$ cat src/rtl/decoder_pkg.sv
// Shared definitions for the ID stage of the pipelined MIPS core.
// Holds the opcode and funct encodings, the alucontrol codes and ctrl_t,
// the control bundle stored in the ID/EX register.
package decoder_pkg;

  localparam logic [5:0] OP_RTYPE  = 6'b000000;
  localparam logic [5:0] OP_REGIMM = 6'b000001;  // bltz
  localparam logic [5:0] OP_J      = 6'b000010;
  localparam logic [5:0] OP_BEQ    = 6'b000100;
  localparam logic [5:0] OP_ADDIU  = 6'b001001;
  localparam logic [5:0] OP_ORI    = 6'b001101;
  localparam logic [5:0] OP_LUI    = 6'b001111;
  localparam logic [5:0] OP_LW     = 6'b100011;
  localparam logic [5:0] OP_SW     = 6'b101011;

  localparam logic [5:0] FN_ADD = 6'b100001;
  localparam logic [5:0] FN_SUB = 6'b100011;
  localparam logic [5:0] FN_AND = 6'b100100;
  localparam logic [5:0] FN_OR  = 6'b100101;
  localparam logic [5:0] FN_SLT = 6'b101011;

  localparam logic [2:0] ALU_ADD = 3'b101;
  localparam logic [2:0] ALU_SUB = 3'b001;
  localparam logic [2:0] ALU_AND = 3'b111;
  localparam logic [2:0] ALU_OR  = 3'b110;
  localparam logic [2:0] ALU_SLT = 3'b000;
  localparam logic [2:0] ALU_NOP = 3'b011;

  typedef struct packed {
    logic       regwrite;
    logic       memwrite;
    logic       memtoreg;
    logic       alusrcbimm;
    logic       dojump;
    logic       lui;
    logic       br_eq;
    logic       br_ltz;
    logic       illegal;
    logic [2:0] alucontrol;
    logic [4:0] destreg;
  } ctrl_t;

  // Empty slot in the ID/EX register: no side effects, ALU idle.
  function automatic ctrl_t ctrl_bubble();
    ctrl_t c;
    c            = '0;
    c.alucontrol = ALU_NOP;
    return c;
  endfunction

endpackage

$ cat src/rtl/decoder_core.sv
// Purely combinational instruction decoder.
// Ports:
//   instr    in  32  instruction word
//   ctrl     out     decoded control bundle (illegal encodings give a safe, all-off bundle)
//   reads_rs out 1   instruction reads the register named in instr[25:21]
//   reads_rt out 1   instruction reads the register named in instr[20:16]
module decoder_core
  import decoder_pkg::*;
#(
  parameter int unsigned EN_EXT_OPS = 1
) (
  input  logic [31:0] instr,
  output ctrl_t       ctrl,
  output logic        reads_rs,
  output logic        reads_rt
);

  logic [5:0] op;
  logic [5:0] funct;
  logic       ext_ok;
  logic       unused_fields;

  assign op            = instr[31:26];
  assign funct         = instr[5:0];
  assign ext_ok        = (EN_EXT_OPS != 0);
  assign unused_fields = ^{instr[25:21], instr[10:6]};

  // Source usage is a property of the opcode alone; hazard detection uses it
  // even for encodings that turn out illegal.
  assign reads_rs = (op != OP_J) && (op != OP_LUI);
  assign reads_rt = (op == OP_RTYPE) || (op == OP_BEQ) || (op == OP_SW);

  always_comb begin
    ctrl            = '0;
    ctrl.alucontrol = ALU_NOP;
    case (op)
      OP_RTYPE: begin
        ctrl.regwrite = 1'b1;
        ctrl.destreg  = instr[15:11];
        case (funct)
          FN_ADD:  ctrl.alucontrol = ALU_ADD;
          FN_SUB:  ctrl.alucontrol = ALU_SUB;
          FN_AND:  ctrl.alucontrol = ALU_AND;
          FN_OR:   ctrl.alucontrol = ALU_OR;
          FN_SLT:  ctrl.alucontrol = ALU_SLT;
          default: ctrl.illegal    = 1'b1;
        endcase
      end
      OP_LW: begin
        ctrl.regwrite   = 1'b1;
        ctrl.memtoreg   = 1'b1;
        ctrl.alusrcbimm = 1'b1;
        ctrl.alucontrol = ALU_ADD;
        ctrl.destreg    = instr[20:16];
      end
      OP_SW: begin
        ctrl.memwrite   = 1'b1;
        ctrl.alusrcbimm = 1'b1;
        ctrl.alucontrol = ALU_ADD;
      end
      OP_BEQ: begin
        ctrl.br_eq      = 1'b1;
        ctrl.alucontrol = ALU_SUB;
      end
      OP_ADDIU: begin
        ctrl.regwrite   = 1'b1;
        ctrl.alusrcbimm = 1'b1;
        ctrl.alucontrol = ALU_ADD;
        ctrl.destreg    = instr[20:16];
      end
      OP_J: ctrl.dojump = 1'b1;
      OP_LUI: begin
        ctrl.regwrite = 1'b1;
        ctrl.lui      = 1'b1;
        ctrl.destreg  = instr[20:16];
        ctrl.illegal  = ~ext_ok;
      end
      OP_ORI: begin
        ctrl.regwrite   = 1'b1;
        ctrl.alusrcbimm = 1'b1;
        ctrl.alucontrol = ALU_OR;
        ctrl.destreg    = instr[20:16];
        ctrl.illegal    = ~ext_ok;
      end
      OP_REGIMM: begin
        ctrl.br_ltz     = 1'b1;
        ctrl.alucontrol = ALU_SLT;
        ctrl.illegal    = ~ext_ok;
      end
      default: ctrl.illegal = 1'b1;
    endcase
    // Anything undecodable must not touch architectural state.
    if (ctrl.illegal) begin
      ctrl         = ctrl_bubble();
      ctrl.illegal = 1'b1;
    end
  end

endmodule

$ cat src/rtl/pipelined_decoder.sv
// Registered ID stage: one instruction per cycle into the ID/EX register.
// Ports:
//   clk, reset_n            clock, synchronous active-low reset
//   in_valid/in_ready/instr instruction handshake from IF
//   flush                   redirect from EX, empties the ID/EX register
//   out_valid/out_ready     control bundle handshake toward EX
//   rs, rt, imm, jtarget    raw instruction fields of the held instruction
//   destreg + control bits  decoded bundle (br_eq/br_ltz resolved in EX)
//   illegal                 held instruction was undecodable
//   stall_count             saturating count of load-use bubbles
// Handshake: a transfer happens on an edge where valid and ready are both 1.
// out_valid, once 1, holds with the bundle stable until out_ready (or flush/reset).
module pipelined_decoder
  import decoder_pkg::*;
#(
  parameter int unsigned REG_ADDR_W  = 5,
  parameter int unsigned ALUCTRL_W   = 3,
  parameter int unsigned EN_EXT_OPS  = 1,
  parameter int unsigned STALL_CNT_W = 16
) (
  input  logic                   clk,
  input  logic                   reset_n,
  input  logic                   in_valid,
  output logic                   in_ready,
  input  logic [31:0]            instr,
  input  logic                   flush,
  output logic                   out_valid,
  input  logic                   out_ready,
  output logic [REG_ADDR_W-1:0]  rs,
  output logic [REG_ADDR_W-1:0]  rt,
  output logic [15:0]            imm,
  output logic [25:0]            jtarget,
  output logic [REG_ADDR_W-1:0]  destreg,
  output logic                   regwrite,
  output logic                   memwrite,
  output logic                   memtoreg,
  output logic                   alusrcbimm,
  output logic                   dojump,
  output logic                   lui,
  output logic                   br_eq,
  output logic                   br_ltz,
  output logic [ALUCTRL_W-1:0]   alucontrol,
  output logic                   illegal,
  output logic [STALL_CNT_W-1:0] stall_count
);

  ctrl_t dec;
  logic  dec_reads_rs;
  logic  dec_reads_rt;

  decoder_core #(.EN_EXT_OPS(EN_EXT_OPS)) u_core (
    .instr    (instr),
    .ctrl     (dec),
    .reads_rs (dec_reads_rs),
    .reads_rt (dec_reads_rt)
  );

  logic                   valid_q, valid_d;
  ctrl_t                  ctrl_q, ctrl_d;
  logic [25:0]            fields_q, fields_d;
  logic [STALL_CNT_W-1:0] stall_q, stall_d;
  logic                   adv, hazard, accept, src_match;

  always_comb begin
    adv       = ~valid_q | out_ready;
    src_match = (dec_reads_rs && (instr[25:21] == ctrl_q.destreg)) ||
                (dec_reads_rt && (instr[20:16] == ctrl_q.destreg));
    // Only a held load can create a load-use hazard; a bubble never does.
    hazard    = valid_q & ctrl_q.memtoreg & ctrl_q.regwrite &
                (ctrl_q.destreg != '0) & in_valid & src_match;
    // During flush the offered instruction is consumed and thrown away.
    in_ready  = reset_n & (flush | (adv & ~hazard));
    accept    = in_valid & in_ready & ~flush;

    valid_d  = valid_q;
    ctrl_d   = ctrl_q;
    fields_d = fields_q;
    stall_d  = stall_q;
    if (flush) begin
      valid_d  = 1'b0;
      ctrl_d   = ctrl_bubble();
      fields_d = '0;
    end else if (adv) begin
      valid_d  = accept;
      ctrl_d   = accept ? dec : ctrl_bubble();
      fields_d = accept ? instr[25:0] : '0;
      if (hazard && (stall_q != '1)) stall_d = stall_q + STALL_CNT_W'(1);
    end
  end

  always_ff @(posedge clk) begin
    if (!reset_n) begin
      valid_q  <= 1'b0;
      ctrl_q   <= ctrl_bubble();
      fields_q <= '0;
      stall_q  <= '0;
    end else begin
      valid_q  <= valid_d;
      ctrl_q   <= ctrl_d;
      fields_q <= fields_d;
      stall_q  <= stall_d;
    end
  end

  assign out_valid   = valid_q;
  assign rs          = REG_ADDR_W'(fields_q[25:21]);
  assign rt          = REG_ADDR_W'(fields_q[20:16]);
  assign imm         = fields_q[15:0];
  assign jtarget     = fields_q;
  assign destreg     = REG_ADDR_W'(ctrl_q.destreg);
  assign regwrite    = ctrl_q.regwrite;
  assign memwrite    = ctrl_q.memwrite;
  assign memtoreg    = ctrl_q.memtoreg;
  assign alusrcbimm  = ctrl_q.alusrcbimm;
  assign dojump      = ctrl_q.dojump;
  assign lui         = ctrl_q.lui;
  assign br_eq       = ctrl_q.br_eq;
  assign br_ltz      = ctrl_q.br_ltz;
  assign alucontrol  = ALUCTRL_W'(ctrl_q.alucontrol);
  assign illegal     = ctrl_q.illegal;
  assign stall_count = stall_q;

endmodule

$ cat config.mk
export PLATFORM = sky130hd
export DESIGN_NAME = pipelined_decoder
export DESIGN_NICKNAME = d
export VERILOG_FILES = /design/src/rtl/decoder_pkg.sv /design/src/rtl/decoder_core.sv /design/src/rtl/pipelined_decoder.sv
export SDC_FILE = /design/constraint.sdc
export NUM_CORES = 1
export LEC_CHECK = 0
export ABC_AREA = 1
export CORE_AREA = 2 2 89 91
export CTS_BUF_LIST = sky130_fd_sc_hd__clkbuf_8 sky130_fd_sc_hd__clkbuf_16
export CTS_CLUSTER_DIAMETER = 30
export DETAILED_ROUTE_END_ITERATION = 6
export DIE_AREA = 0 0 91 93
export PLACE_DENSITY_LB_ADDON = 0.25
export SYNTH_ARGS = -nofsm -noshare
export SYNTH_HDL_FRONTEND = slang
export SYNTH_SLANG_ARGS = --single-unit
$ cat constraint.sdc
create_clock -name clk -period 1.65 [get_ports clk]
set_input_delay 0.33 -clock clk [delete_from_list [all_inputs] [get_ports clk]]
set_output_delay 0.33 -clock clk [all_outputs]
set_load 0.02 [all_outputs]
### After elaboration in Yosys (flattened, before gate mapping)

Cells that the tools add are included.

| cells by class | value |
|---|---|
| add/sub/neg operators | 1 |
| $lt $le $gt $ge | 0 |
| shift operators | 0 |
| multiply operators | 0 |
| divide/modulo/power cells | 0 |
| reduce and logical (&&, ||, !) cells | 17 |
| bitwise gates (word level) | 15 |
| multiplexer cells | 16 |
| equality and inequality tests | 18 |

Operators with widths:

| kind | count |
|---|---|
| 6-bit equality test (second input constant) | 7 |
| 17-bit 2-to-1 mux | 2 |
| 3-bit one-hot mux with 5 select lines | 2 |
| 26-bit 2-to-1 mux | 1 |
| 6-bit by 4-bit equality test with 1-bit output (second input constant) | 3 |
| 16-bit by 1-bit adder with 16-bit output (second input constant) | 1 |
| 16-bit inequality test (second input constant) | 1 |
| 5-bit equality test | 2 |
| 5-bit one-hot mux with 2 select lines | 1 |
| 5-bit OR reduction | 2 |
| 1-bit AND | 9 |
| 1-bit 2-to-1 mux | 9 |
| 4-bit OR reduction | 2 |
| 8-bit OR reduction | 1 |
| 6-bit by 1-bit equality test with 1-bit output (second input constant) | 1 |
| 6-bit by 2-bit equality test with 1-bit output (second input constant) | 1 |
| 6-bit by 3-bit equality test with 1-bit output (second input constant) | 1 |
| 6-bit zero test | 1 |
| 6-bit by 2-bit inequality test with 1-bit output (second input constant) | 1 |
| 6-bit by 4-bit inequality test with 1-bit output (second input constant) | 1 |
| 5-bit nonzero test | 1 |
| 1-bit logical AND | 4 |
| 1-bit NOT | 4 |
| 1-bit logical OR | 3 |
| 5 further kinds | 6 |

| storage, ports and cells | value |
|---|---|
| word-level logic and storage cells | 81 |
| memory bits (read-only) | 0 |
| output and inout bits | 87 |
| memory bits (writable) | 0 |
| memories kept | 0 |
| register bits after elaboration | 60 |
| bits in latches | 0 |
| input bits | 37 |

### Depth between registers and ports, before layout

Gate-level depths: netlist (run 1).

| logic depth | value |
|---|---|
| depth in word-level cells | 13 |
| depth in mapped cells | 13 |

### By module

From an unflattened synthesis (run 1), not the netlist that was laid out.

| second synthesis, totals | value |
|---|---|
| cell total of the unflattened synthesis | 493 |
| area, all modules | 3404.5 µm² |

By module, submodules not included:

| module | cells each | times used | area each (µm²) | sequential area each (µm²) |
|---|---|---|---|---|
| pipelined_decoder | 405 | 1 | 2972.9 | 1201.2 |
| decoder_core | 88 | 1 | 431.7 | 0.0 |

### Least setup slack after synthesis (run 1)

OpenSTA, ideal clock, no wires.

| timing path | value |
|---|---|
| kind | flip-flop to output port |
| start | register ctrl_q (netlist bit destreg[0]) |
| end | output port in_ready |
| buffers on the path | 0 |
| data required time | 1.320 ns |
| setup slack | -0.033 ns |
| cell stages (with the launch flop) | 9 |
| arrival | 1.353 ns |
| cell sequence | dfxtp_1 > inv_1 > o21ai_0 > nor2_1 > nand3_2 > nand2_4 > nand2_2 > a21oi_1 > nor2_1 |

| on the way | value |
|---|---|
| cells in the longest elaborated chain, start to end | 8 |
| elaborated cells on any way between the ends | 13 |
| those cells by class | eq/ne (2); bitwise (7); reduce/logical (4) |

Ends and longest elaborated chain:

| item | line | source |
|---|---|---|
| start, declared | pipelined_decoder.sv:59 | `ctrl_t ctrl_q, ctrl_d;` |
| start signal, assigned | pipelined_decoder.sv:94 | `ctrl_q <= ctrl_bubble();` |
| start signal, assigned | pipelined_decoder.sv:99 | `ctrl_q <= ctrl_d;` |
| 5-bit nonzero test, or another cell as far along | pipelined_decoder.sv:70 | `(ctrl_q.destreg != '0) & in_valid & src_match;` |
| 1-bit AND, or another cell as far along | pipelined_decoder.sv:69 | `hazard = valid_q & ctrl_q.memtoreg & ctrl_q.regwrite &` |
| 1-bit AND / 1-bit logical OR (equally long branches) | pipelined_decoder.sv:70, pipelined_decoder.sv:66 |  |
| 1-bit AND (*) | pipelined_decoder.sv:70 |  |
| 1-bit NOT (*) | pipelined_decoder.sv:72 | `in_ready = reset_n & (flush \| (adv & ~hazard));` |
| 1-bit AND (*) | pipelined_decoder.sv:72 |  |
| 1-bit bitwise OR (*) | pipelined_decoder.sv:72 |  |
| 1-bit AND (*) | pipelined_decoder.sv:72 |  |
| end, declared | pipelined_decoder.sv:24 | `output logic in_ready,` |

Mark *: on every way between the ends. The rest lies on a longest branch, timed or not.

### Worst setup path after layout (run 1)

| timing path | value |
|---|---|
| start | register ctrl_q (netlist bit destreg[2]) |
| end | output port in_ready |

The elaborated chain is that of the path after synthesis.

==> results of run 1 <==
==> critical path, stage by stage, from the launching register on <==
cell and delay [ps]:
dfxtp_4 370, xnor2_2 140, nand2_1 70, nor2_2 150, nand3_2 100, nand2_4 90, nand2_4 60, a21oi_4 120
nor2_2 50, buf_6 130
==> cells by family (layout without fill, tap and decap cells) <==
group                    Yosys count  count (layout)  synth area share, %
XOR/XNOR                          16              16                 4.39
flip-flops                        60              60                 37.7
AND/OR/NAND/NOR                  210             212                 30.2
adder cells (fa/ha/maj)            1               1                0.392
buffers and inverters             97             277                 15.7
AO/OA/AOI/OAI                     65              65                 11.7
==> synth_stat cells, drive strengths merged, types with 2 or more instances <==
library cell | count | share of area [%]
o21ai | 40 | 6.9
a22oi | 2 | 0.47
nand3 | 27 | 5.4
nand2 | 113 | 14
nor3 | 9 | 1.6
buf | 32 | 8.0
or2 | 2 | 0.39
inv | 61 | 7.2
clkbuf | 4 | 0.47
xnor2 | 9 | 2.5
xor2 | 7 | 1.9
nand4 | 10 | 2.0
dfxtp | 60 | 38
nor4 | 2 | 0.39
nor2 | 46 | 6.3
o22ai | 7 | 1.6
a21oi | 13 | 2.0
==> final cells by class <==
class,count,area [sq um]
well taps,102,128
multi-input cells,294,1670
inverters,61,229
flip-flops and latches,60,1220
fillers,644,2110
clock inverters,4,70.1
repair buffers,200,1940
clock buffers,12,165
==> cell usage in the layout, fill, tap and decap left out, types with 3 or more instances in the layout <==
cell type / count
a21oi_2: 3
inv_1: 48
o21ai_2: 7
dfxtp_4: 5
clkdlybuf4s50_1: 31
buf_6: 8
clkbuf_8: 12
nand3_1: 18
xnor2_2: 3
nand4_1: 10
o22ai_1: 5
xor2_1: 7
xnor2_1: 6
dfxtp_1: 54
buf_4: 65
nand2_1: 105
nand3_4: 3
o21ai_0: 19
dlymetal6s2s_1: 40
nor2_1: 31
o21ai_1: 14
nor3_1: 6
nand3_2: 8
nand2_2: 6
a21oi_1: 9
inv_2: 13
dlygate4sd2_1: 51
nor2_2: 10
nor2_4: 5
==> sequential cells by signal, summed over array words and instances (netlist names), 3 cells and up <==
signal       flops
jtarget         26
alucontrol       3
stall_count     16
destreg          5
==> path summary, 6_finish.rpt <==
check                                 endpoint  slack (ps)  cells past startpoint
worst max-delay path                  in_ready        -300                      9
worst min-delay path            stall_count[2]         320                      3
worst max register to register             lui        -100                     11
worst min register to register           br_eq         460                      2
==> where the power goes <==
part	total [mW]	switching (mW)	internal, mW
registers	1.48	0.0141	1.46
logic	0.450	0.226	0.225
clock network	1.57	0.601	0.970
total	3.50	0.840	2.66
==> routing by layer <==
metal	up-vias	global-route usage (%)
met5	-	0
met4	0	7.32
met3	21	4.67
met2	108	41.3
met1	1646	25.5
li1	1775	-
==> through the flow <==
step / instances / hold slack [ps] / total power [mW]
final: 733 / 323 / 3.50
after global routing: 733 / 349 / 3.61
after CTS: 723 / 425 / 3.48
after detailed placement: 706 / 444 / 1.94
after global placement: 706 / 442 / 1.94
after floorplan: 449 / 451 / 1.70
==> what timing repair did <==
item | in CTS | in global routing
resized for setup | 86 | 92
hold buffers | 0 | 0
pin swaps | 13 | 14
endpoints found under the setup margin | 98 | 100
gates cloned | 0 | 7
buffers inserted | 1 | 4
==> summary.txt, run 1 <==
Run status
  • Status: complete, but fails checks
  • Failing checks: setup timing

Route
  • Detail Route Antenna Nets: 0
  • # DRC: 0
  • Wire per inst: 14.0 um
  • DRT iter0 DRCs: 145
  • Met1 Wirelength: 4310 um
  • Met2 WL post-DR: 5230 um
  • Detailed Route WL: 10300 um
  • WL met3: 540 um
  • DR top layer: met4
  • Vias: 3550
  • Vias per inst: 4.84
  • DRT Pass-1 Iters: 4

Placed design
  • Pre-CTS setup slack: -931 ps
  • Dpl cell area: 4820 sq um
  • Port bufs: 123
  • RePlAce Congestion: 0.942
  • HPWL after DPL: 7310 um

Timing
  • Fin. Hold Viols: 0
  • Worst slew margin: 72.2%
  • Slew @ Worst Pin: 413 ps
  • Fin worst setup slack: -301 ps
  • Setup violations, final: 50
  • Clock skew: 9.88 ps
  • Fmax: 513 MHz
  • Final count of pins violating max slew: 0
  • Final TNS setup: -2180 ps
  • Final min period: 1950 ps
  • RSZ-0062 raised after global routing: true
  • Period utilization: 118%

Layout
  • Final instance area: 5420 sq um
  • Layout cells sized above 1: 26.6%
  • Fin nets: 664
  • Layout area overhead: 69.9%
  • Diode count: 0
  • Fin util: 72.0%

Clocking
  • H-tree Lvls: 3
  • CTS Root Cell: clkbuf_8
  • CTS max path bufs: 2
  • Number of CTS-inserted buffers: 9
  • CTS tree: yes
  • Clk sinks: 60
  • Clock-pin transition on the worst setup and hold timing paths: 70 ps
  • Clock Latency Late Sink: 340 ps

Synthesis
  • Synth unique cells: 37
  • Prevailing post-synth register cell: dfxtp_1
  • Syn nets: 487
  • Cells after Synth: 449
  • Netlist Area Pre-Place: 3190 sq um
  • Synth Area per Inst: 7.10 sq um
  • Synthesized flop and latch total: 60
  • Ys Warns: 0
  • Async S/R FF share, synth: 0%
  • Post-synth EDFFs: 0
  • Sequential area share after synthesis: 37.7%

Worst setup path
  • CP Capture Type: output pin
  • CP startpoint: destreg[2]
  • Worst endpoint required time: 1320 ps
  • Critical path class: flop to output pin
  • CP max FO: 4
  • Critical path arrival: 1620 ps
  • Reg2reg start: destreg[3]
  • CP Launch Type: flop

Die
  • Die Area: 8460 sq um
  • Core Box Area: 7530 sq um
  • Die height: 93 um
  • Initial core utilization: 42.4%
  • Core Rows: 32
  • Die W: 91 um
  • Top Ports: 124

GRT
  • First-pass GRT wire length: 15300 um
  • Gr ovfl total: 0
  • Number of antenna violations at the first check in global routing: 0
  • Vias in the first global route: 3349
  • Largest net degree at the start of global routing: 28
  • Total track usage: 22.3%

Run
  • Max Cap Violations: 0

Hold path
  • Min-delay worst type: input port to flop
  • Hold path start: reset_n

Pwr
  • Power density over the cells: 645 nW/um^2
  • Max VDD drop: 0.453 mV
  • Leakage: 3.07 nW
Note: power is estimated with default switching activity, not from simulation.
==> run 2: changes to the inputs <==
Settings changed: CAP_MARGIN set to 10, HOLD_SLACK_MARGIN set to 0.03.
==> results of run 2 <==
Same layout as run 1: the final DEF is identical, and so are final timing and power.
